--- config.mk ---
export PLATFORM = sky130hd
export DESIGN_NAME = uart_frame_ser_flat
export DESIGN_NICKNAME = d
export VERILOG_FILES = /design/src/rtl/uart_frame_ser_if.sv /design/src/rtl/uart_frame_ser.sv /design/src/flat_wrapper.sv
export SDC_FILE = /design/constraint.sdc
export NUM_CORES = 1
export LEC_CHECK = 0
export CORE_MARGIN = 4
export CORE_UTILIZATION = 56
export DETAILED_ROUTE_END_ITERATION = 7
export PLACE_DENSITY = 0.91
export SETUP_SLACK_MARGIN = 0.05
export SLEW_MARGIN = 20
export SYNTH_ARGS = -nofsm -noshare
export SYNTH_HDL_FRONTEND = slang
export SYNTH_SLANG_ARGS = --single-unit
--- constraint.sdc ---
create_clock -name clk -period 5 [get_ports clk]
set_input_delay 0.75 -clock clk [delete_from_list [all_inputs] [get_ports clk]]
set_output_delay 0.75 -clock clk [all_outputs]
set_load 0.02 [all_outputs]
--- src/rtl/uart_frame_ser_if.sv ---
// Frame handshake between the uart_tx frame builder and the serialiser.
// The frame builder drives frame and frame_valid; the serialiser answers with frame_ready.
interface uart_frame_ser_if #(
    parameter int FRAME_W = 11
);
    logic [FRAME_W-1:0] frame;
    logic               frame_valid;
    logic               frame_ready;

    modport master (output frame, output frame_valid, input  frame_ready);
    modport slave  (input  frame, input  frame_valid, output frame_ready);
endinterface

--- src/rtl/uart_frame_ser.sv ---
// Shifts an accepted FRAME_W-bit frame onto txd, LSB first, holding each bit CLKS_PER_BIT clocks.
// Pulses done for one cycle after the last bit period; txd idles high.
module uart_frame_ser #(
    parameter int FRAME_W      = 11,
    parameter int CLKS_PER_BIT = 16
) (
    input  logic             clk,
    input  logic             ret,
    uart_frame_ser_if.slave  fin,
    output logic             txd,
    output logic             busy,
    output logic             done
);
    localparam int BW = $clog2(CLKS_PER_BIT);
    localparam int CW = $clog2(FRAME_W);
    localparam logic [BW-1:0] BAUD_LAST = BW'(CLKS_PER_BIT - 1);
    localparam logic [CW-1:0] BIT_LAST  = CW'(FRAME_W - 1);

    typedef enum logic {IDLE, SHIFT} state_t;

    // Bit 0 goes straight to txd on accept, so only the remaining bits are held here.
    state_t               state_q, state_d;
    logic [FRAME_W-2:0]   sr_q, sr_d;
    logic [CW-1:0]        bit_cnt_q, bit_cnt_d;
    logic [BW-1:0]        baud_cnt_q, baud_cnt_d;
    logic                 txd_q, txd_d;
    logic                 ready_q, ready_d;
    logic                 busy_q, busy_d;
    logic                 done_q, done_d;

    always_comb begin
        state_d    = state_q;
        sr_d       = sr_q;
        bit_cnt_d  = bit_cnt_q;
        baud_cnt_d = baud_cnt_q;
        txd_d      = txd_q;
        ready_d    = ready_q;
        busy_d     = busy_q;
        done_d     = 1'b0;
        case (state_q)
            IDLE: begin
                if (fin.frame_valid && ready_q) begin
                    sr_d       = fin.frame[FRAME_W-1:1];
                    txd_d      = fin.frame[0];
                    bit_cnt_d  = '0;
                    baud_cnt_d = '0;
                    ready_d    = 1'b0;
                    busy_d     = 1'b1;
                    state_d    = SHIFT;
                end
            end
            SHIFT: begin
                if (baud_cnt_q == BAUD_LAST) begin
                    baud_cnt_d = '0;
                    if (bit_cnt_q == BIT_LAST) begin
                        bit_cnt_d = '0;
                        txd_d     = 1'b1;
                        done_d    = 1'b1;
                        ready_d   = 1'b1;
                        busy_d    = 1'b0;
                        state_d   = IDLE;
                    end else begin
                        txd_d     = sr_q[0];
                        sr_d      = sr_q >> 1;
                        bit_cnt_d = bit_cnt_q + 1'b1;
                    end
                end else begin
                    baud_cnt_d = baud_cnt_q + 1'b1;
                end
            end
            default: state_d = IDLE;
        endcase
    end

    always_ff @(posedge clk or negedge ret) begin
        if (!ret) begin
            state_q    <= IDLE;
            sr_q       <= '0;
            bit_cnt_q  <= '0;
            baud_cnt_q <= '0;
            txd_q      <= 1'b1;
            ready_q    <= 1'b1;
            busy_q     <= 1'b0;
            done_q     <= 1'b0;
        end else begin
            state_q    <= state_d;
            sr_q       <= sr_d;
            bit_cnt_q  <= bit_cnt_d;
            baud_cnt_q <= baud_cnt_d;
            txd_q      <= txd_d;
            ready_q    <= ready_d;
            busy_q     <= busy_d;
            done_q     <= done_d;
        end
    end

    assign fin.frame_ready = ready_q;
    assign txd             = txd_q;
    assign busy            = busy_q;
    assign done            = done_q;
endmodule

--- src/flat_wrapper.sv ---
// flat-port wrapper written by rule: the top's interface ports become plain ports
module uart_frame_ser_flat 
#(
    parameter int FRAME_W      = 11,
    parameter int CLKS_PER_BIT = 16
)
  (clk, ret, txd, busy, done, fin_frame, fin_frame_valid, fin_frame_ready);
  uart_frame_ser_if #(.FRAME_W(FRAME_W)) fin_i ();
  input  logic clk;
  input  logic ret;
  output logic txd;
  output logic busy;
  output logic done;
  input wire logic [$bits(fin_i.frame)-1:0] fin_frame;
  input wire logic [$bits(fin_i.frame_valid)-1:0] fin_frame_valid;
  output wire logic [$bits(fin_i.frame_ready)-1:0] fin_frame_ready;
  assign fin_i.frame = fin_frame;
  assign fin_i.frame_valid = fin_frame_valid;
  assign fin_frame_ready = fin_i.frame_ready;
  uart_frame_ser #(.FRAME_W(FRAME_W), .CLKS_PER_BIT(CLKS_PER_BIT)) u_core (.clk(clk), .ret(ret), .fin(fin_i), .txd(txd), .busy(busy), .done(done));
endmodule
==> metrics.csv <==
stage,metric,value,unit
sta,worst_slew_pin_slew,0.884,ns
place,place_area,1320,sq um
logic_synthesis,ys.warnings.count,0,
floorplanning,io_pins,18,
layout,drive_above_1_share,22.4,%
outcome,status,completed,
layout,antenna_cells,0,
global_routing,grt_max_degree,28,
global_routing,grt_busiest_layer,met2,
layout,nFillCells,165,
sta,finalSetupViolCount,0,
detailed_routing,routedWlPerCell,14.9,microns
clock_tree,h-tree-depth,1,
floorplanning,die_height,53.3,microns
detailed_routing,drc_errors,0,
sta,hold_viol_final,0,
clock_tree,root_buffer,clkbuf_4,
layout,stdcell_count,143,
sta,tns,0,ns
layout,fin_area,1340,sq um
setup_path,timing.rr.end,u_core.sr_q[8],
sta,fin_crit_sh,49.3,%
logic_synthesis,ys_ff_latch,23,
clock_tree,path_clk_slew,0.12,ns
sta,relSlewSlack,41.0,%
layout,layout_common_cells,"21 x dfrtp_1, 18 x mux2_2, 16 x clkdlybuf4s50_1, 7 x nand2_1, 6 x o21ai_0",
setup_path,crit_fanout,27,
sta,fin_crit,2.47,ns
detailed_routing,viasPerCell,5.64,
clock_tree,cts_resized,0,
sta,max_freq,405,MHz
logic_synthesis,avgSynthCellArea,11.5,sq um
setup_path,r2r_slack,2.53,ns
place,placedCellCount,139,
floorplanning,die-area,2850,sq um
floorplanning,die_w,53.3,microns
logic_synthesis,synth-xor-area-share,0.761,%
logic_synthesis,synth-simple-area-share,13.5,%
global_routing,grt_util_met2,31.2,%
sta,slew_violations,0,
detailed_routing,postRouteWirelength,2130,microns
pwr,power.density,535,nW/um^2
clock_tree,cts_sinks,23,
pwr,peakVddDrop,0.267,mV
logic_synthesis,synthCells,100,
logic_synthesis,syn-cell-area,1150,sq um
detailed_routing,dr.first_iter.drc_count,7,
clock_tree,clock_latency,0.30,ns
global_routing,grt_pass1_vias,815,
setup_path,crit_arrival,2.67,ns
floorplanning,start_util,58.7,%
floorplanning,core,1960,sq um
setup_path,cp-end-kind,register,
clock_tree,cts_inserted_buffers,3,
detailed_routing,vias,806,
logic_synthesis,ys_types,30,
logic_synthesis,synth_top_family_by_area,multiplexers,
sta,finClkSkew,0.00242,ns
layout,utilization,68.4,%
setup_path,r2r_start,u_core.state_q,
setup_path,start_kind,register,
place,gp_congestion,0.777,
pwr,p_leak,0.586,nW
setup_path,critPathKind,register to register,
detailed_routing,first_pass_iters,4,
layout,layout_commonest_cell,dfrtp_1,
detailed_routing,ant_nets,0,
layout,layout.nets,134,
clock_tree,cts.path.max_buffers,2,
global_routing,grt_usage,18.1,%
place,hpwl,1510,microns
logic_synthesis,synth_fa_ha_area_share,3.26,%
setup_path,r2r_cells,3,
global_routing,antenna_found_initial,0,
layout,area_growth_syn_to_layout,16.6,%
clock_tree,cts_hold_buf,0,
min_path,hold_path.class,primary input to asynchronous set/reset pin,
sta,rsz0062_at_grt,no,
global_routing,grt_pass1_wl,3680,microns
global_routing,grtUsageMet1,21.9,%
clock_tree,post_cts_buffers,0,
place,portBuffers,17,
floorplanning,rows,16,
flow_run,maxCapViolCount,0,
logic_synthesis,synth_compound_area_share,9.24,%
setup_path,worstPathRequired,5.20,ns
logic_synthesis,ys_seq_area_share,50.2,%
global_routing,use_met3,3.66,%
logic_synthesis,synth.mux.area_fraction,18.5,%
logic_synthesis,synthesis.nets,117,
clock_tree,cts_tree,built,
global_routing,grt_overflow,0,
-- cells by family (layout without fill, tap and decap cells) --
| group | after synthesis | after routing |
|---|---|---|
| AND/OR/NAND/NOR | 26 | 26 |
| AO/OA/AOI/OAI | 18 | 18 |
| multiplexers | 19 | 19 |
| adder cells (fa/ha/maj) | 3 | 3 |
| flip-flops | 23 | 23 |
| buffers and inverters | 10 | 26 |
| XOR/XNOR | 1 | 1 |
-- state kept, by name, summed over array words and instances (netlist names) --
register,flops
u_core.state_q,1
u_core.busy,1
u_core.txd,1
u_core.sr_q,10
u_core.fin.frame_ready,1
u_core.baud_cnt_q,4
u_core.bit_cnt_q,4
u_core.done,1
-- power by group --
group / leakage (nW) / internal, mW / switching (mW)
sequential: 0.270 / 0.275 / 0.0766
clock: 0.0150 / 0.0311 / 0.0536
combinational: 0.302 / 0.163 / 0.120
total: 0.586 / 0.468 / 0.250
-- critical path, cell delays in order, from the launching register on --
cell and delay [ns]:
dfrtp_1 0.94, nand4_2 0.46, o21ai_2 0.56, mux2_2 0.40
-- synth_stat cells --
master	n	area, sq um
dfrtp_1	21	526
o21a_1	1	7.51
dfstp_2	2	52.6
xor2_1	1	8.76
buf_6	1	11.3
nor2b_1	1	6.26
mux2_2	18	203
and3b_1	1	8.76
nor2_1	3	11.3
a22oi_1	1	7.51
o21ai_0	6	30.0
nand3b_1	3	22.5
o21ai_1	1	5.00
buf_2	3	15.0
a32o_1	1	10.0
ha_1	3	37.5
nand4_1	1	6.26
inv_1	5	18.8
nand4_2	1	12.5
or4b_1	1	10.0
or3b_1	2	17.5
mux2i_1	1	10.0
a31oi_1	1	6.26
o22ai_1	1	6.26
nand4b_1	1	8.76
o21ai_2	1	8.76
nand2_1	7	26.3
buf_4	1	7.51
nand3_1	5	25.0
a21oi_1	5	25.0
-- layer usage --
metal / wire length (microns) / vias up / part of all wire, %
li1: - / 392 / -
met1: 908 / 392 / 43
met2: 1100 / 20 / 52
met3: 105 / 2 / 4.9
met4: 10 / 0 / 0.47
met5: 0 / - / 0
-- worst max-delay path by stage --
stage                        start              to  slack, ns
2_1_floorplan  u_core.bit_cnt_q[0]  u_core.sr_q[0]       3.36
3_3_place_gp       fin_frame_valid  u_core.sr_q[7]       2.62
3_5_place_dp       fin_frame_valid  u_core.sr_q[7]       2.56
4_1_cts             u_core.state_q  u_core.sr_q[3]       2.51
5_1_grt             u_core.state_q  u_core.sr_q[0]       2.33
6_report            u_core.state_q  u_core.sr_q[8]       2.53
-- layout make-up --
cell class | count | area (sq um) | share of cell area (%)
tap | 27 | 33.8 | 2.52
multi-input combinational | 67 | 520 | 38.8
sequential | 23 | 578 | 43.1
timing repair buffer | 17 | 165 | 12.3
clock buffer | 4 | 26.3 | 1.96
inverter | 5 | 18.8 | 1.40
-- per-stage QoR --
stage               setup WS (ns)  power (mW)  hold slack, ns
floorplan                    3.36       0.552           0.454
global placement             2.62       0.614           0.485
detailed placement           2.56       0.639           0.491
CTS                          2.51       0.727           0.519
global route                 2.33       0.778           0.418
finish                       2.53       0.718           0.395
Power figures use the tool's default switching activity.
